--- config.mk ---
export PLATFORM = sky130hd
export DESIGN_NAME = elastic_pipe_reg
export DESIGN_NICKNAME = d
export VERILOG_FILES = /design/src/rtl/elastic_pipe_reg.sv
export SDC_FILE = /design/constraint.sdc
export NUM_CORES = 1
export LEC_CHECK = 0
export CAP_MARGIN = 30
export CORE_MARGIN = 8
export CORE_UTILIZATION = 35
export CTS_CLUSTER_SIZE = 14
export DETAILED_ROUTE_END_ITERATION = 8
export SYNTH_ARGS = -nofsm -noshare
export SYNTH_HDL_FRONTEND = slang
export SYNTH_SLANG_ARGS = --single-unit
--- constraint.sdc ---
create_clock -name clk -period 3.51 [get_ports clk]
set_input_delay 0.5265 -clock clk [delete_from_list [all_inputs] [get_ports clk]]
set_output_delay 0.5265 -clock clk [all_outputs]
set_load 0.01 [all_outputs]
--- src/rtl/elastic_pipe_reg.sv ---
// Elastic pipeline register: a small FIFO of DEPTH entries with a
// valid/ready handshake on both sides, 1-cycle latency and synchronous flush.
// in_ready and out_valid are flops, so neither side has a combinational path
// to the other.
//
// Ports:
//   clk, reset_n           clock, asynchronous active-low reset
//   in_valid/in_ready      upstream handshake, in_data payload
//   out_valid/out_ready    downstream handshake, out_data head-of-queue payload
//   flush                  synchronous discard of all entries
//   count                  number of stored entries
module elastic_pipe_reg #(
  parameter int unsigned      WIDTH       = 32,
  parameter int unsigned      DEPTH       = 2,
  parameter logic [WIDTH-1:0] RESET_VALUE = '0,
  parameter logic [WIDTH-1:0] FLUSH_VALUE = '0
) (
  input  logic                       clk,
  input  logic                       reset_n,
  input  logic                       in_valid,
  output logic                       in_ready,
  input  logic [WIDTH-1:0]           in_data,
  output logic                       out_valid,
  input  logic                       out_ready,
  output logic [WIDTH-1:0]           out_data,
  input  logic                       flush,
  output logic [$clog2(DEPTH+1)-1:0] count
);

  localparam int unsigned CNT_W = $clog2(DEPTH + 1);
  localparam int unsigned PTR_W = (DEPTH > 1) ? $clog2(DEPTH) : 1;

  logic [WIDTH-1:0] mem [DEPTH];
  logic [PTR_W-1:0] wr_ptr, rd_ptr;
  logic [PTR_W-1:0] wr_inc, rd_inc;
  logic [PTR_W-1:0] wr_ptr_nxt, rd_ptr_nxt;
  logic [CNT_W-1:0] count_nxt;
  logic [WIDTH-1:0] out_data_nxt;
  logic             push_c, pop_c;

  assign push_c = in_valid & in_ready;
  assign pop_c  = out_valid & out_ready;

  // Pointer increments wrap explicitly so DEPTH need not be a power of two.
  assign wr_inc = (wr_ptr == PTR_W'(DEPTH - 1)) ? '0 : wr_ptr + PTR_W'(1);
  assign rd_inc = (rd_ptr == PTR_W'(DEPTH - 1)) ? '0 : rd_ptr + PTR_W'(1);

  // Next-state: flush wins; otherwise apply push/pop and refresh the head copy.
  always_comb begin
    wr_ptr_nxt   = wr_ptr;
    rd_ptr_nxt   = rd_ptr;
    count_nxt    = count;
    out_data_nxt = out_data;
    if (flush) begin
      wr_ptr_nxt   = '0;
      rd_ptr_nxt   = '0;
      count_nxt    = '0;
      out_data_nxt = FLUSH_VALUE;
    end else begin
      if (push_c) wr_ptr_nxt = wr_inc;
      if (pop_c)  rd_ptr_nxt = rd_inc;
      if (push_c && !pop_c) count_nxt = count + CNT_W'(1);
      if (pop_c && !push_c) count_nxt = count - CNT_W'(1);
      // Head changes on a pop (next stored entry, or the bypassed push when
      // the queue would otherwise drain) or on a push into an empty queue.
      // A pop that empties the queue leaves the last value in place.
      if (pop_c) begin
        if (count > CNT_W'(1))  out_data_nxt = mem[rd_inc];
        else if (push_c)        out_data_nxt = in_data;
      end else if (push_c && (count == '0)) begin
        out_data_nxt = in_data;
      end
    end
  end

  // Control and head registers.
  always_ff @(posedge clk or negedge reset_n) begin
    if (!reset_n) begin
      wr_ptr    <= '0;
      rd_ptr    <= '0;
      count     <= '0;
      out_data  <= RESET_VALUE;
      in_ready  <= 1'b1;
      out_valid <= 1'b0;
    end else begin
      wr_ptr    <= wr_ptr_nxt;
      rd_ptr    <= rd_ptr_nxt;
      count     <= count_nxt;
      out_data  <= out_data_nxt;
      in_ready  <= (count_nxt < CNT_W'(DEPTH));
      out_valid <= (count_nxt != '0);
    end
  end

  // Storage array; contents need no reset since count gates visibility.
  always_ff @(posedge clk) begin
    if (push_c && !flush) mem[wr_ptr] <= in_data;
  end

endmodule

==> metrics.yaml, run 1 <==
outcome:
  outcome: "finished, final reports clean"
cells_and_area:
  stdcell_count: 525
  syn_to_final_growth_pct: 25.3
  layout.filler_cells: 1091
  drive_gt1_frac: 0.101
  final_cell_mix: "70 x clkdlybuf4s50_1, 64 x edfxtp_1, 36 x dfrtp_1"
  fin_nets: 391
  layout_commonest_cell: "clkdlybuf4s50_1"
  regArea_um2: 2880
  antenna_cells: 0
  multi_input_area_um2: 1310
  stdcell_area_um2: 5460
logic_synthesis:
  ys_seq_elements: 102
  ys_seq_area_frac: 0.660
  synthArstFlopShare: 0.373
  synth_edf_count: 64
  netlist_area_um2: 4350
  ys_types: 30
  syn_inst: 287
  synth-main-ff-cell: "edfxtp_1"
  ys.warnings.count: 0
  synth_nets: 326
  syn_area_per_cell_um2: 15.2
cts:
  cts_tree: "yes"
  clockBufferDepth: 2
  worstSkewPairLatency_ns: 0.34
  cts_sinks: 102
  postCtsSetupRepairBufs: 0
  hold_buffers: 0
  htreeDepth: 3
  cts_repair_resize_count: 0
  numCtsBuffers: 9
  clockRootBuffer: "clkbuf_16"
  clk_pin_slew_ns: 0.07
hold_path:
  hold_path.class: "input pin to async pin"
die:
  start_util: 0.361
  dieArea_um2: 16300
  die_w_um: 128
  ios: 73
  rows: 40
  die_h_um: 128
  core_area_um2: 12100
placement:
  placed_cells: 509
  place_area_um2: 5180
  gp_congestion: 0.709
  port_buffers: 72
  hpwl_mm: 6.22
critical_path:
  endpoint_kind: "flop"
  worst-endpoint-arrival_ns: 2.58
  crit_start: "count[0]"
  rr_startpoint: "count[0]"
  cp-start-kind: "flop"
  path_class: "flop to flop"
  cp.required_ns: 3.78
  worst-path-max-fanout: 33
grt:
  grt-ovfl-total: 0
  grt_pass1_vias: 2948
  antenna_found_initial: 0
  grt_pass1_wl_mm: 16.5
  grt_use_total: 0.130
  grt_max_degree: 43
power_and_ir_drop:
  leakagePower_uw: 0.00198
  max-vdd-ir-drop_v: 0.000285
  power_uw: 3790
  power_density_nw_per_um2: 695
flow_run:
  max_cap_viol_count: 0
sta:
  setup_violations: 0
  fin_crit_sh: 0.657
  worst_pin_slew_ns: 1.00
  fin_crit_ns: 2.31
  finClkSkew_ns: 0.0107
  finalHoldViolations: 0
  drv_slew: 0
  rsz0062_at_grt: "false"
  setup_tns_ns: 0
  maxSlewHeadroom: 0.333
  whs_ns: 0.320
  fmax_mhz: 433
routing:
  drtIter0Drc: 338
  vias_per_cell: 5.19
  wl_mm: 10.3
  post_drt_wl_per_cell_um: 19.6
  via_count: 2727
  dr.pass1.iters: 4
  final_antenna_net_count: 0
  drcViolationCount: 0
-- cells in the mapped netlist (2+ instances only) --
cell type / count / area [µm²]
mux2i_1: 33 / 330
buf_4: 9 / 67.6
a31o_1: 28 / 245
clkbuf_1: 4 / 15.0
a211o_1: 2 / 17.5
dfrtp_1: 37 / 926
inv_1: 2 / 7.51
xnor2_1: 2 / 17.5
a21oi_1: 34 / 170
buf_6: 8 / 90.1
buf_2: 5 / 25.0
ha_1: 2 / 25.0
nand2_1: 3 / 11.3
nor2_1: 3 / 11.3
edfxtp_1: 64 / 1920
a21o_1: 2 / 15.0
a31o_2: 4 / 35.0
and2_1: 2 / 12.5
a22o_1: 32 / 280
-- logic make-up after synthesis --
| family | after synthesis | share of synthesized area |
|---|---|---|
| AOI/OAI and AO/OA | 107 | 0.186 |
| xor gates and xnor gates | 3 | 0.00920 |
| adders and majority gates | 2 | 0.00575 |
| buffers and inverters | 28 | 0.0471 |
| DFF | 102 | 0.660 |
| muxes | 33 | 0.0759 |
| and+or+nand+nor | 12 | 0.0158 |
-- flip-flops by register name, indices dropped and copies added, names as in the netlist --
signal / count
count: 2
out_data: 32
in_ready: 1
wr_ptr: 1
out_valid: 1
rd_ptr: 1
mem: 64
-- final timing paths --
| path | end | slack (ns) | depth (start not counted) |
|---|---|---|---|
| worst min register to register | out_data[7] | 0.50 | 1 |
| worst max-delay path | out_data[4] | 1.20 | 6 |
| max in group asynchronous | rd_ptr | 2.55 | 1 |
| worst min-delay path | count[1] | 0.32 | 1 |
| min in group clk | out_data[7] | 0.50 | 1 |
| worst max register to register | out_data[4] | 1.20 | 6 |
-- through the flow --
stage,utilization,worst slack (ns)
after floorplan,-,0.871
after global placement,0.428,0.935
after detailed placement,0.430,0.851
after CTS,0.452,1.11
after global routing,0.452,1.01
final,0.452,1.20
-- critical path, stage by stage (launching register included) --
cell     delay [ns]
dfrtp_1        0.47
inv_1          0.09
ha_1           0.20
a21o_1         0.15
buf_4          0.25
o22ai_4        0.79
a22o_1         0.28
-- final cells by class --
type | count | area share
Sequential cell | 102 | 0.527
Multi-Input combinational cell | 157 | 0.239
Timing Repair Buffer | 80 | 0.144
Clock buffer | 10 | 0.0420
Tap cell | 168 | 0.0385
Clock inverter | 6 | 0.00825
Inverter | 2 | 0.00138
-- power breakdown --
part	switching [µW]	internal (µW)
Sequential	144	1500
Clock	442	487
Combinational	597	615
Total	1180	2610
-- metal layers --
metal | global-route usage | up-vias | part of all wire
li1 | - | 1268 | -
met5 | 0 | - | 0
met4 | 0.0357 | 0 | 0.0076
met2 | 0.210 | 83 | 0.48
met3 | 0.0403 | 6 | 0.065
met1 | 0.163 | 1370 | 0.45
Note: power is estimated with default switching activity, not from simulation.
==> run 2: changes to the inputs <==
- clock period: 3.51 -> 2.2 ns (I/O delays scaled with it)
==> metrics.yaml, run 2 (synthesis results as in run 1) <==
sta:
  fin_ws_ns: 0.237
  worst_pin_slew_ns: 0.433
  fin_crit_ns: 1.96
  maxSlewHeadroom: 0.711
  finClkSkew_ns: 0.00875
  whs_ns: 0.401
  rsz0062_at_grt: "false"
  fin_crit_sh: 0.892
  setup_violations: 0
  drv_slew: 0
  finalHoldViolations: 0
  fmax_mhz: 509
critical_path:
  crit_path_max_incr_delay_ns: 0.44
  crit_chain: "inv_1, ha_1, and4b_4, buf_4, a21oi_1, a22o_1"
  cp_slowest_cell: "dfrtp_1"
  cp.required_ns: 2.43
  cp-start-kind: "flop"
  path_class: "flop to flop"
  worst-endpoint-arrival_ns: 2.19
  cp_top_family: "buffers and inverters"
  worst-path-max-fanout: 39
  critPathBufInv: 2
  endpoint_kind: "flop"
grt:
  antenna_found_initial: 0
  grt_use_total: 0.128
  grt_pass1_vias: 2937
  grt-ovfl-total: 0
  grt_max_degree: 40
  grt_pass1_wl_mm: 16.2
cts:
  postCtsSetupRepairBufs: 0
  numCtsBuffers: 9
  htreeDepth: 3
  worstSkewPairLatency_ns: 0.34
  clockRootBuffer: "clkbuf_16"
  clockBufferDepth: 2
  hold_buffers: 1
  cts_sinks: 102
  clk_pin_slew_ns: 0.08
  cts_repair_resize_count: 0
  cts_tree: "yes"
outcome:
  outcome: "finished, final reports clean"
die:
  die_h_um: 128
  dieArea_um2: 16300
  core_area_um2: 12100
  die_w_um: 128
  ios: 73
  start_util: 0.361
  rows: 40
cells_and_area:
  syn_to_final_growth_pct: 28.4
  fin_nets: 399
  largest_reg_flops: 64
  largestRegisters: "mem: 64 flops, out_data: 32 flops, count: 2 flops"
  regArea_um2: 2880
  drive_gt1_frac: 0.123
  stdcell_count: 533
  antenna_cells: 0
  max_flop_register: "mem"
  layout.filler_cells: 1097
  multi_input_area_um2: 1310
  final_util: 0.464
  layout_commonest_cell: "clkdlybuf4s50_1"
  final_cell_mix: "70 x clkdlybuf4s50_1, 64 x edfxtp_1, 36 x dfrtp_1"
routing:
  post_drt_wl_per_cell_um: 19.2
  drcViolationCount: 0
  dr.pass1.iters: 4
  final_antenna_net_count: 0
  vias_per_cell: 5.18
  wl_mm: 10.2
  drtIter0Drc: 243
  via_count: 2763
power_and_ir_drop:
  max-vdd-ir-drop_v: 0.000416
  power_uw: 6290
  leakagePower_uw: 0.00205
  power_density_nw_per_um2: 1120
hold_path:
  hold_path.class: "input pin to async pin"
placement:
  hpwl_mm: 6.51
  port_buffers: 72
  placed_cells: 515
  gp_congestion: 0.750
  pre_cts_ws_ns: -0.0183
flow_run:
  max_cap_viol_count: 0
==> run 2: cell types whose count changed in the layout (fill, tap and decap cells not counted) <==
| cell | change |
|---|---|
| buf_12 | +3 |
| clkinv_1 | -1 |
| inv_8 | +2 |
| buf_4 | +4 |
| clkbuf_1 | -1 |
| bufinv_16 | +1 |
| clkinv_2 | +1 |
| clkinvlp_4 | -2 |
| dlygate4sd3_1 | +1 |
==> run 2: final cells by class <==
| class | instances | area share |
|---|---|---|
| flip-flops and latches | 102 | 0.514 |
| multi-input cells | 157 | 0.234 |
| repair buffers | 88 | 0.158 |
| clock buffers | 9 | 0.0403 |
| well taps | 168 | 0.0376 |
| clock inverters | 7 | 0.0150 |
| inverters | 2 | 0.00134 |
==> run 2: worst reg2reg max path: stages, from the launching register on <==
cell and delay, ns:
dfrtp_1 0.44, inv_1 0.09, ha_1 0.17, and4b_4 0.36
buf_4 0.41, a21oi_1 0.16, a22o_1 0.23
==> run 2: worst paths after layout <==
check                              from      endpoint  slack (ns)  depth (start not counted)
hold / removal                  reset_n  out_data[22]        0.40                          2
min in group clk                  flush        wr_ptr        0.44                          3
hold reg to reg            out_data[10]  out_data[10]        0.50                          1
setup / recovery               count[1]  out_data[26]        0.24                          6
max in group asynchronous       reset_n      in_ready        1.06                          3
setup reg to reg               count[1]  out_data[26]        0.24                          6
==> run 2: stage by stage <==
| step | area, µm² | setup TNS, ns |
|---|---|---|
| floorplan | 4360 | -15.57 |
| global placement | 5250 | 0 |
| detailed placement | 5250 | -0.233 |
| CTS | 5570 | 0 |
| global route | 5590 | 0 |
| finish | 5590 | 0 |
==> run 2: routing by layer <==
layer / global-route usage / vias to the layer above / share of wire / wire length (µm)
met5: 0 / - / 0 / 0
met4: 0.0406 / 0 / 0.0094 / 96
met3: 0.0308 / 10 / 0.053 / 538
met2: 0.216 / 69 / 0.49 / 5000
met1: 0.158 / 1404 / 0.45 / 4610
li1: - / 1280 / - / -
==> run 2: where the power goes <==
part           leakage, µW  switching (µW)  internal, µW
Sequential         0.00109             205          2400
Clock             0.000155             746           909
Combinational     0.000809             988          1040
==> run 3: changes to the inputs <==
- CTS_CLUSTER_DIAMETER: unset -> 30
==> results of run 3 <==
Same layout as run 2: the final DEF is identical, and so are final timing and power.
